## src/rtl/an_code_pkg.sv

```systemverilog
// Shared AN-code constants and FSM state type for the AN encoder and the SEC decoder.
// A must be odd and below 2**A_BITS; W_BITS leaves one bit of overflow margin above N_BITS+A_BITS.
package an_code_pkg;

    localparam int A      = 131;
    localparam int A_BITS = 8;
    localparam int N_BITS = 52;
    localparam int W_BITS = 61;
    localparam int CNT_W  = $clog2(A_BITS);

    localparam logic [A_BITS-1:0] A_VEC = A_BITS'(A);

    typedef enum logic [1:0] {
        IDLE = 2'd0,
        MUL  = 2'd1,
        DONE = 2'd2
    } state_t;

endpackage

```

## src/rtl/an_encoder_52bits_clk.sv

```systemverilog
// AN-code encoder: W = A*N by serial shift-add, one bit of A per cycle, one operand in flight.
// Optional macro AWE_INJECT_EN adds err_en/err_sign/err_pos to inject a +/-2**pos arithmetic error into W.
module an_encoder_52bits_clk
    import an_code_pkg::*;
(
    input  logic              clk,
    input  logic              rst_n,
    input  logic              in_valid,
    output logic              in_ready,
    input  logic [N_BITS-1:0] N,
    output logic              out_valid,
    input  logic              out_ready,
    output logic [W_BITS-1:0] W
`ifdef AWE_INJECT_EN
    ,
    input  logic              err_en,
    input  logic              err_sign,
    input  logic [5:0]        err_pos
`endif
);

    state_t              r_state;
    state_t              w_state_next;
    logic [W_BITS-1:0]   r_n_ext;
    logic [W_BITS-1:0]   r_acc;
    logic [CNT_W-1:0]    r_cnt;
    logic [W_BITS-1:0]   r_w;
    logic [W_BITS-1:0]   w_addend;
    logic [W_BITS-1:0]   w_sum;
    logic [W_BITS-1:0]   w_final;
    logic                w_last;

    assign in_ready  = (r_state == IDLE);
    assign out_valid = (r_state == DONE);
    assign W         = r_w;

    assign w_last   = (r_cnt == CNT_W'(A_BITS - 1));
    assign w_addend = A_VEC[r_cnt] ? (r_n_ext << r_cnt) : '0;
    assign w_sum    = r_acc + w_addend;

`ifdef AWE_INJECT_EN
    localparam logic [5:0] W_BITS_POS = 6'(W_BITS);

    logic              r_err_en;
    logic              r_err_sign;
    logic [5:0]        r_err_pos;
    logic [W_BITS-1:0] w_delta;

    // Positions beyond the codeword width inject nothing rather than aliasing.
    assign w_delta = (r_err_en && (r_err_pos < W_BITS_POS)) ? (W_BITS'(1) << r_err_pos) : '0;
    assign w_final = r_err_sign ? (w_sum - w_delta) : (w_sum + w_delta);

    always_ff @(posedge clk) begin
        if (!rst_n) begin
            r_err_en   <= 1'b0;
            r_err_sign <= 1'b0;
            r_err_pos  <= '0;
        end else if (r_state == IDLE && in_valid) begin
            r_err_en   <= err_en;
            r_err_sign <= err_sign;
            r_err_pos  <= err_pos;
        end
    end
`else
    assign w_final = w_sum;
`endif

    always_ff @(posedge clk) begin
        if (!rst_n) begin
            r_state <= IDLE;
        end else begin
            r_state <= w_state_next;
        end
    end

    always_comb begin
        w_state_next = r_state;
        unique case (r_state)
            IDLE:    if (in_valid)  w_state_next = MUL;
            MUL:     if (w_last)    w_state_next = DONE;
            DONE:    if (out_ready) w_state_next = IDLE;
            default: w_state_next = IDLE;
        endcase
    end

    always_ff @(posedge clk) begin
        if (!rst_n) begin
            r_n_ext <= '0;
            r_acc   <= '0;
            r_cnt   <= '0;
            r_w     <= '0;
        end else begin
            unique case (r_state)
                IDLE: begin
                    if (in_valid) begin
                        r_n_ext <= W_BITS'(N);
                        r_acc   <= '0;
                        r_cnt   <= '0;
                    end
                end
                MUL: begin
                    r_acc <= w_sum;
                    r_cnt <= r_cnt + CNT_W'(1);
                    if (w_last) begin
                        r_w <= w_final;
                    end
                end
                default: begin
                end
            endcase
        end
    end

endmodule
```

## config.mk

```make
export PLATFORM = sky130hd
export DESIGN_NAME = an_encoder_52bits_clk
export DESIGN_NICKNAME = d
export VERILOG_FILES = /design/src/rtl/an_code_pkg.sv /design/src/rtl/an_encoder_52bits_clk.sv
export SDC_FILE = /design/constraint.sdc
export NUM_CORES = 1
export LEC_CHECK = 0
export ABC_AREA = 1
export BUFFER_PORTS_ARGS = -buffer_cell sky130_fd_sc_hd__buf_2
export CORE_UTILIZATION = 61
export DETAILED_ROUTE_END_ITERATION = 7
export PLACE_DENSITY_LB_ADDON = 0.25
export SLEW_MARGIN = 25
export SYNTH_ARGS = -nofsm -noshare
export SYNTH_HDL_FRONTEND = slang
export SYNTH_SLANG_ARGS = --single-unit
```

## constraint.sdc

```tcl
create_clock -name clk -period 3.7 [get_ports clk]
set_clock_uncertainty 0.05 [all_clocks]
set_input_delay 0.555 -clock clk [delete_from_list [all_inputs] [get_ports clk]]
set_output_delay 0.555 -clock clk [all_outputs]
set_load 0.01 [all_outputs]
```

* After elaboration in Yosys (flattened, before gate mapping) *
Memory sizes are Yosys's and may differ from the RTL's. A register that Yosys moved wholly into a read port is not among the register bits.
Index checks and enable logic that the tools add are counted.

operators by class
  $add $sub $neg = 2
  $lt $le $gt $ge = 1
  eq/ne operators = 6
  shift operators = 1
  muxes and demuxes = 12
  reductions and logical operators = 6

operators with widths
  cell                 number
  $mux 61              2
  $pmux 61 s2          1
  $add 61x61->61       1
  $shl 52x3->61        1
  $mux 3               3
  $mux 2               3
  $pmux 2 s3           1
  $pmux 3 s2           1
  $reduce_and 2->1     3
  $lt 3x4->1 const B   1
  $ne 2x2->1 const B   2
  $add 3x1->3 const B  1
  $eq 3x3->1 const B   1
  $reduce_and 3->1     1
  $eq 2x1->1 const B   1
  $eq 2x2->1 const B   1
  $logic_not 2->1      1
  $ne 2x1->1 const B   1
  $reduce_bool 2->1    1
  $mux 1               1

word-level totals
  register bits after elaboration = 179
  ROM bits = 8
  input port bits = 56
  output and inout port bits = 63
  logic and storage cells = 34
  memories = 1

memories
  name              words  width  rd ports  clocked after Yosys merged registers in  wr ports  RTL line                     text
  (name not given)  8      1      1         1                                        0         an_encoder_52bits_clk.sv:38  assign w_addend = A_VEC[r_cnt] ? (r_n_ext << r_cnt) : '0;

* Logic depth before layout (Yosys ltp) *
Gate-level depths: netlist (run 1).

  depth after elaboration = 5
  mapped depth = 25
  depth with buffers taken out = 23

* Worst setup path after synthesis (run 1) *
OpenSTA, ideal clock, no wires.

  kind = register to register
  start = reg r_cnt[0]
  end = reg r_w[60], in the netlist W[60]
  data arrival time = 2,610 ps
  setup slack = 932 ps
  stages on the path, launching flop included = 22
  buffers on the path = 2
  clock period less this slack = 2,768 ps
  cells stage by stage = dfxtp_1 > buf_2 > clkinv_1 > clkbuf_1 > o21ai_0 > nand2_1 > nor2_1 > inv_1 > fa_1 > nor2_1 > or2_1 > nand2_1 > nand3_1 > nand2_1 > nand2_2 > nand2_1 > nand2_1 > nand2_1 > nand2_1 > nand2_1 > nand2_1 > inv_1

between the ends
  longest elaborated chain between the ends = 3
  elaborated cells on any way between the ends = 5

RTL lines
  item                    RTL line                      text
  from (decl)             an_encoder_52bits_clk.sv:26   logic [CNT_W-1:0] r_cnt;
  from (signal assigned)  an_encoder_52bits_clk.sv:103  r_cnt <= r_cnt + CNT_W'(1);
  $shl 52x3->61           an_encoder_52bits_clk.sv:38
  $mux 61                 an_encoder_52bits_clk.sv:38
  $add 61x61->61          an_encoder_52bits_clk.sv:39   assign w_sum = r_acc + w_addend;
  to (signal assigned)    an_encoder_52bits_clk.sv:105  r_w <= w_final;
  to (decl)               an_encoder_52bits_clk.sv:27   logic [W_BITS-1:0] r_w;

Parallel ways exist; a longest one is shown, timed or not.
A chain may end at the register's enable or synchronous reset.

* Worst setup path in the final report (run 1) *
  start = reg r_cnt[0]
  end = reg r_w[38], in the netlist W[38]

The elaborated chain is that of the path after synthesis.

==> run_results.csv, run 1 <==
group,metric,value,unit
global_routing,grt_max_degree,111,
finish,layout_commonest_cell,"nand2_1",
routing,dr_wl_met2,18.1,mm
global_routing,grt_pass1_wl,66.4,mm
flow_run,max_cap_viol_count,0,
pwr,ir_drop,0.256,mV
routing,drt-met1-wl,19.8,mm
routing,top_layer_used,"met5",
setup_path,crit_path_end_kind,"register",
routing,wl_met3,4.89,mm
clock_tree,post_cts_buffers,0,
setup_path,worstPathArrival,3820,ps
die,io_pins,119,
synth,syn-mean-instance-area,5.71,µm²
finish,fin_util,0.690,
synth,ys_seq_area_frac,0.264,
placed_design,io_buffers,118,
routing,drc,0,
clock_tree,h-tree-depth,4,
synth,syn-num-nets,2511,
finish,drive_gt1_frac,0.0950,
clock_tree,clk-insertion-delay-late,450,ps
setup_path,worstSetupStartpoint,"r_cnt[0]",
placed_design,dp_slack,315,ps
global_routing,antenna_found_initial,1,
sta,slew_headroom,0.309,
synth,yosys_warnings,0,
sta,final_max_slew_viol_count,0,
routing,totalWireLength,43.8,mm
clock_tree,clk_pin_slew,80,ps
setup_path,critPathMaxFanout,51,
synth,synthCells,2393,
placed_design,detailed_place_hpwl,33.9,mm
die,design.core.area,21900,µm²
setup_path,r2r-start,"r_cnt[0]",
finish,mostFrequentLayoutCells,"911 x nand2_1, 376 x inv_1, 204 x nor2_1, 179 x dfxtp_1, 147 x o21ai_0",
synth,synth_top_area_frac,0.264,
clock_tree,cts_buffers,17,
sta,max_freq,284,MHz
setup_path,ff2ff_setup_slack,180,ps
die,start_util,0.624,
setup_path,path_class,"register to register",
finish,diodes,0,
synth,ys_seq_elements,180,
global_routing,track_usage,0.380,
clock_tree,clockRootBuffer,"clkbuf_16",
global_routing,grt-ovfl-total,0,
sta,min_period,3520,ps
clock_tree,cts_tree,"built",
die,die_width,152,µm
synth,async_flop_share,0,
routing,drtIter0Drc,1395,
finish,nets,2580,
synth,synthTopCellsByArea,"dfxtp_1 26%, nand2_1 25%, inv_1 10%",
sta,fin_setup_tns,0,ps
synth,syn-cell-area,13700,µm²
sta,grt_setup_unrepaired,"no",
status,status,"finished clean",
placed_design,gp_congestion,1.06,
routing,dr.pass1.iters,6,
setup_path,startpoint_type,"register",
worst_hold_path,hold_class,"input port to register",
setup_path,reg2reg_to,"W[38]",
synth,synth_ff_type,"dfxtp_1",
clock_tree,cts.path.max_buffers,2,
pwr,leakagePower,8.38,nW
sta,finalCritPeriodShare,0.951,
setup_path,ff2ff_path_depth,18,
clock_tree,cts.sinks,180,
synth,synth_edf_count,0,
synth,yosysUniqueCellTypes,38,
synth,yosys.area.top_type,"dfxtp_1",
sta,hold_viol_final,0,
setup_path,cp-endpoint,"W[38]",
pwr,power_density,346,nW/µm²
die,die_area,23000,µm²
routing,ant_nets,0,
routing,viasPerCell,5.45,
sta,setup_viol_count_final,0,
clock_tree,ctsHoldBuffers,0,
setup_path,cp.required,4000,ps
die,die_y,152,µm
routing,wire_per_inst,15.9,µm
global_routing,grt_pass1_vias,12837,
routing,vias,15022,
die,placementRows,54,
sta,worst_slew_pin_slew,1040,ps
sta,worst_slack,182,ps
finish,synthToLayoutAreaGrowth,10.5,%
-- power by group --
part,total (mW),internal (mW),leakage (nW),switching [mW]
clock network,1.87,0.909,0.284,0.959
registers,2.09,2.02,1.47,0.0724
logic,1.27,0.402,6.63,0.867
total,5.23,3.33,8.38,1.90
-- cells in the mapped netlist (23+ instances only) --
| cell type | instances |
|---|---|
| dfxtp_1 | 180 |
| nor2_2 | 23 |
| nand3_1 | 80 |
| clkbuf_1 | 69 |
| inv_1 | 378 |
| o21ai_0 | 147 |
| a21oi_1 | 110 |
| o22ai_1 | 51 |
| nand2_1 | 911 |
| nor2_1 | 205 |
| o21bai_1 | 31 |
| ha_1 | 61 |
| xor2_1 | 26 |
-- critical path, stage by stage (launching register included) --
cell and delay (ps):
dfxtp_2 360, clkinv_1 100, buf_12 200, nand2_1 80
nand2_1 70, o21ai_0 320, o22ai_2 190, ha_1 420
nand2_1 170, inv_1 50, nand2_1 60, nand2_1 60
a21oi_1 340, nand3_1 290, nand2_1 230, nand3b_1 130
nand2_1 120, a21o_1 120, inv_1 40
-- cell type report --
class	count	area [µm²]
clock buffer	17	425
clock inverter	14	166
fill	2091	6790
inverter	393	1480
multi-input combinational	1732	8280
sequential	180	3600
tap	280	350
timing repair buffer	138	807
-- state kept, by name (all words and copies together), names as in the netlist, named ones only --
name / cells
W: 61
r_acc: 61
r_n_ext: 52
r_cnt: 3
r_state: 2
-- per-stage QoR --
| step | cell area, µm² | total power [mW] | hold slack, ps | instances |
|---|---|---|---|---|
| global route | 15100 | 5.43 | 305 | 2754 |
| finish | 15100 | 5.23 | 299 | 2754 |
| global placement | 14500 | 3.33 | 398 | 2722 |
| detailed placement | 14500 | 3.35 | 403 | 2722 |
| floorplan | 13700 | 2.97 | 394 | 2393 |
| CTS | 15100 | 5.19 | 296 | 2753 |
-- metal layers --
layer | vias to the layer above | GRT usage
li1 | 7531 | -
met1 | 6723 | 0.544
met2 | 697 | 0.562
met3 | 69 | 0.0892
met4 | 2 | 0.111
met5 | - | 0
-- repair_timing --
action	in CTS	in global routing
resized for setup	0	4
endpoints found under the hold margin	0	0
setup endpoints to repair	0	17
-- kinds of logic after synthesis --
group                    after synthesis  synth area share
XOR/XNOR                              27            0.0173
adder cells (fa/ha/maj)               62            0.0573
multiplexers                           1          0.000732
buffers and inverters                481             0.133
AND/OR/NAND/NOR                     1267             0.373
flip-flops                           180             0.264
AO/OA/AOI/OAI                        375             0.154
-- how the worst min path moves through the flow --
stage                     depth (start not counted)  slack [ps]        start          end
after floorplan                                   2         390  r_n_ext[48]  r_n_ext[48]
after global routing                              3         300        N[40]  r_n_ext[40]
after global placement                            2         400         W[2]         W[2]
after CTS                                         3         300        N[34]  r_n_ext[34]
final                                             3         300        N[17]  r_n_ext[17]
after detailed placement                          2         400         W[2]         W[2]
Note: power is estimated with default switching activity, not from simulation.
==> run 2: changes to the inputs <==
Settings changed: CELL_PAD_IN_SITES_DETAIL_PLACEMENT set to 1, CELL_PAD_IN_SITES_GLOBAL_PLACEMENT set to 2, CORE_UTILIZATION 61 to 32.
==> run_results.csv, run 2 (synthesized netlist as in run 1, its figures left out) <==
group,metric,value,unit
status,status,"finished clean",
routing,viasPerCell,4.89,
setup_path,reg2reg_to,"W[56]",
pwr,comb_power_share,0.245,
pwr,power_density,358,nW/µm²
global_routing,grt_pass1_vias,14839,
routing,wire_per_inst,18.0,µm
setup_path,ff2ff_setup_slack,180,ps
clock_tree,h-tree-depth,4,
setup_path,worstPathArrival,3880,ps
setup_path,crit_path_end_kind,"register",
pwr,intPower,3.68,mW
setup_path,cp.required,4060,ps
clock_tree,clk_pin_slew,80,ps
clock_tree,cts.path.max_buffers,2,
pwr,ir_drop,0.393,mV
flow_run,max_cap_viol_count,0,
pwr,p_sw_frac,0.347,
placed_design,io_buffers,118,
sta,setup_viol_count_final,0,
finish,seq_area,3600,µm²
setup_path,ff2ff_path_depth,20,
clock_tree,cts.sinks,180,
die,io_pins,119,
die,placementRows,75,
setup_path,startpoint_type,"register",
finish,mostFrequentLayoutCells,"909 x nand2_1, 376 x inv_1, 200 x nor2_1, 179 x dfxtp_1, 126 x o21ai_0",
sta,min_period,3520,ps
global_routing,grt_max_degree,93,
finish,fin_util,0.374,
routing,drtIter0Drc,743,
sta,slew_headroom,0.366,
clock_tree,clk-insertion-delay-late,510,ps
finish,layout_commonest_cell,"nand2_1",
clock_tree,clockRootBuffer,"clkbuf_16",
sta,final_max_slew_viol_count,0,
clock_tree,cts_tree,"built",
worst_hold_path,hold_class,"input port to register",
pwr,seqPwrFrac,0.370,
die,die_width,209,µm
global_routing,antenna_found_initial,0,
finish,synthToLayoutAreaGrowth,15.1,%
setup_path,r2r-start,"r_cnt[0]",
setup_path,worstSetupStartpoint,"r_cnt[0]",
routing,ant_nets,0,
routing,vias,14847,
sta,max_freq,284,MHz
pwr,leakagePower,8.54,nW
pwr,p_switching,1.96,mW
sta,fin_setup_tns,0,ps
routing,dr.pass1.iters,5,
sta,worst_slew_pin_slew,951,ps
sta,finalCritPeriodShare,0.952,
finish,diodes,0,
global_routing,track_usage,0.256,
routing,drc,0,
finish,nets,2600,
finish,fin_cells,3034,
die,die_y,209,µm
finish,drive_gt1_frac,0.110,
finish,multiInputGateArea,8340,µm²
die,start_util,0.325,
finish,fill_cells,5718,
placed_design,dp.cells,3000,
global_routing,grt_pass1_wl,84.7,mm
setup_path,cp-endpoint,"W[56]",
global_routing,grt-ovfl-total,0,
setup_path,critPathMaxFanout,49,
sta,hold_viol_final,0,
placed_design,detailed_place_hpwl,43.4,mm
die,die_area,43600,µm²
placed_design,gp_congestion,0.919,
clock_tree,cts_buffers,17,
routing,totalWireLength,54.6,mm
setup_path,path_class,"register to register",
pwr,clockPowerShare,0.384,
die,design.core.area,42000,µm²
run 2: layout make-up:
type	instances	share of cell area
Clock buffer	17	0.0270
Clock inverter	15	0.0154
Inverter	393	0.0939
Multi-Input combinational cell	1732	0.530
Sequential cell	180	0.229
Tap cell	539	0.0429
Timing Repair Buffer	158	0.0615
run 2: worst min path at each step:
| stage | from | endpoint | slack (ps) | depth (start not counted) |
|---|---|---|---|---|
| floorplan | r_n_ext[48] | r_n_ext[48] | 390 | 2 |
| global placement | W[2] | W[2] | 400 | 2 |
| detailed placement | W[1] | W[1] | 400 | 2 |
| CTS | N[45] | r_n_ext[45] | 230 | 3 |
| global route | N[45] | r_n_ext[45] | 240 | 3 |
| finish | N[13] | r_n_ext[13] | 260 | 3 |
run 2: what timing repair did:
action	CTS	global route
resized for setup	0	43
setup endpoints to repair	0	58
buffers inserted	0	2
hold buffers	0	0
run 2: critical path: stages, from the launching register on:
cell and delay, ps:
dfxtp_2 350, clkinv_1 130, buf_12 220, nand2_1 70
nand2_1 60, o21ai_0 270, o22ai_1 140, ha_1 460
nand2_1 190, nor2_2 210, nand2_1 180, nor2_1 130
nand2_1 100, nand3_1 190, nand2_1 250, nand2_1 130
nand2_1 70, nand2_1 60, nand2_1 60, nand2_1 70
inv_1 30
run 2: through the flow:
| stage | setup slack (ps) | instance area [µm²] | power [mW] | hold WS [ps] |
|---|---|---|---|---|
| after CTS | 55.8 | 15600 | 5.66 | 228 |
| after floorplan | 932 | 13700 | 2.97 | 394 |
| after global placement | 77.7 | 15000 | 3.45 | 398 |
| after global routing | -28.8 | 15700 | 5.92 | 240 |
| after detailed placement | 78.2 | 15000 | 3.48 | 401 |
| final | 179 | 15700 | 5.64 | 255 |
run 2: routing by layer:
metal | track usage | wire (µm) | vias to the layer above
li1 | - | - | 7564
met1 | 0.372 | 28700 | 7031
met2 | 0.389 | 23100 | 212
met3 | 0.0448 | 2070 | 38
met4 | 0.0545 | 692 | 2
met5 | 0.0200 | 119 | -
run 2: power by group through the flow:
stage / logic, mW / registers [mW] / clock network (mW)
floorplan: 0.866 / 2.11 / 0
global placement: 1.32 / 2.13 / 0
detailed placement: 1.34 / 2.13 / 0
CTS: 1.35 / 2.09 / 2.23
global route: 1.53 / 2.10 / 2.29
finish: 1.38 / 2.09 / 2.17
==> run 3: changes to the inputs <==
Settings changed: GPL_TIMING_DRIVEN set to 0, MAX_ROUTING_LAYER set to met4.
==> run_results.csv, run 3 (synthesized netlist as in run 1, its figures left out) <==
group,metric,value,unit
setup_path,critPathMaxFanout,10,
global_routing,track_usage,0.279,
clock_tree,cts_tree,"built",
global_routing,busiest_layer,"met2",
routing,dr.pass1.iters,5,
setup_path,crit_path_end_kind,"register",
placed_design,place_area,14900,µm²
global_routing,grt_pass1_wl,87.5,mm
finish,multiInputGateArea,8920,µm²
finish,drive_gt1_frac,0.157,
die,die_width,209,µm
finish,diodes,0,
global_routing,met3_usage,0.0374,
finish,fin_util,0.391,
global_routing,grt_use_met2,0.429,
sta,setup_viol_count_final,0,
flow_run,max_cap_viol_count,0,
setup_path,cp.required,4050,ps
routing,vias,15191,
routing,viasPerCell,4.89,
die,io_pins,119,
clock_tree,cts_buffers,17,
setup_path,slowest_stage,"ha_1",
routing,totalWireLength,58.6,mm
sta,worst_slack,182,ps
sta,worst_slew_pin_slew,1090,ps
clock_tree,cts.path.max_buffers,2,
routing,ant_nets,0,
pwr,power,5.59,mW
finish,nets,2672,
sta,slew_headroom,0.272,
global_routing,grt_max_degree,17,
finish,design_area,16400,µm²
clock_tree,h-tree-depth,4,
die,design.core.area,42000,µm²
pwr,leakagePower,8.69,nW
pwr,power_density,341,nW/µm²
clock_tree,cts.sinks,180,
status,status,"finished clean",
placed_design,dp_slack,-777,ps
setup_path,cp.buffers_inverters,6,
setup_path,path_class,"register to register",
setup_path,crit_family,"simple AND/OR/NAND/NOR gates",
die,placementRows,75,
sta,hold_viol_final,0,
global_routing,use_met1,0.374,
routing,drtIter0Drc,747,
setup_path,worstPathArrival,3870,ps
placed_design,detailed_place_hpwl,49.0,mm
global_routing,antenna_found_initial,0,
placed_design,io_buffers,118,
sta,finalCritPeriodShare,0.951,
finish,synthToLayoutAreaGrowth,20.1,%
finish,seq_area,3600,µm²
setup_path,crit_path_frequent_cell,"nand2_1",
clock_tree,clk-insertion-delay-late,510,ps
finish,mostFrequentLayoutCells,"891 x nand2_1, 378 x inv_1, 182 x nor2_1, 180 x dfxtp_1, 133 x buf_2",
routing,wire_per_inst,18.9,µm
die,die_y,209,µm
pwr,ir_drop,0.327,mV
setup_path,startpoint_type,"register",
placed_design,gp_congestion,0.957,
worst_hold_path,hold_class,"input port to register",
global_routing,grt-ovfl-total,0,
finish,layout_commonest_cell,"nand2_1",
die,die_area,43600,µm²
routing,drc,0,
setup_path,max_stage_delay,410,ps
setup_path,crit_chain,"buf_4 -> clkinv_2 -> buf_2 -> nand2_1 -> nand2_1 -> inv_1 -> nand2_1 -> o21ai_1 -> o22ai_1 -> ha_1 -> nand2_1 -> nand2_1 -> inv_1 -> nand2_1 -> a21oi_1 -> nand2_1 -> a21oi_2 -> nand3_1 -> nand2_1 -> nand2_1 -> nand2_1 -> inv_1",
sta,fin_setup_tns,0,ps
sta,final_max_slew_viol_count,0,
sta,min_period,3520,ps
die,start_util,0.325,
sta,grt_setup_unrepaired,"yes",
finish,fill_cells,5794,
clock_tree,clk_pin_slew,70,ps
clock_tree,clockRootBuffer,"clkbuf_16",
global_routing,grt_pass1_vias,15139,
sta,max_freq,284,MHz
-- run 3: cell types whose count changed in the layout (fill, tap and decap cells not counted), moves of 12 or more --
cell	previous run	this run
a21oi_1	109	97
buf_2	117	133
clkbuf_1	0	54
clkbuf_2	0	12
ha_1	58	36
ha_4	0	12
nand2_1	909	891
nand2_2	11	28
nor2_1	200	182
nor2_2	25	43
o21ai_0	126	98
o21ai_2	0	20
o22ai_1	43	25
o22ai_2	8	26
-- run 3: per-stage QoR --
step	cells	hold WS [ps]
final	3106	250
after global routing	3106	265
after CTS	3089	228
after detailed placement	3050	413
after global placement	3050	401
after floorplan	2393	394
-- run 3: final cells by class --
| type | instances | share of cell area |
|---|---|---|
| repair buffers | 142 | 0.0469 |
| plain buffers | 88 | 0.0236 |
| flip-flops and latches | 180 | 0.219 |
| clock inverters | 14 | 0.00930 |
| well taps | 539 | 0.0411 |
| multi-input cells | 1732 | 0.544 |
| clock buffers | 18 | 0.0261 |
| inverters | 393 | 0.0899 |
-- run 3: metal layers --
metal	wire length, µm	vias to the layer above
met4	1560	0
li1	-	7694
met2	25800	272
met1	28900	7164
met5	0	-
met3	2230	61
-- run 3: worst paths after layout --
path / start / end / slack (ps) / depth (start not counted)
worst max-delay path: r_cnt[0] / W[54] / 180 / 22
worst min-delay path: N[45] / r_n_ext[45] / 250 / 3
worst max register to register: r_cnt[0] / W[54] / 180 / 22
worst min register to register: W[2] / W[2] / 420 / 2
-- run 3: report_power, final --
| part | leakage (nW) | switching, mW | total (mW) | internal [mW] |
|---|---|---|---|---|
| registers | 1.47 | 0.0660 | 2.09 | 2.02 |
| logic | 6.94 | 1.05 | 1.58 | 0.532 |
| clock network | 0.284 | 0.924 | 1.92 | 1.00 |
| total | 8.69 | 2.04 | 5.59 | 3.55 |
-- run 3: timing repair --
action                     in CTS  in global routing
hold buffers                    0                  0
setup endpoints to repair      95                 89
pin swaps                       6                 26
setup buffers                   7                 17
gates resized for setup        62                175
-- run 3: worst register-to-register path, cell delays in order (launching register included) --
cell and delay [ps]:
dfxtp_1 380, buf_4 190, clkinv_2 110, buf_2 200
nand2_1 80, nand2_1 50, inv_1 70, nand2_1 60
o21ai_1 190, o22ai_1 180, ha_1 410, nand2_1 90
nand2_1 130, inv_1 90, nand2_1 70, a21oi_1 170
nand2_1 200, a21oi_2 260, nand3_1 130, nand2_1 150
nand2_1 70, nand2_1 60, inv_1 40
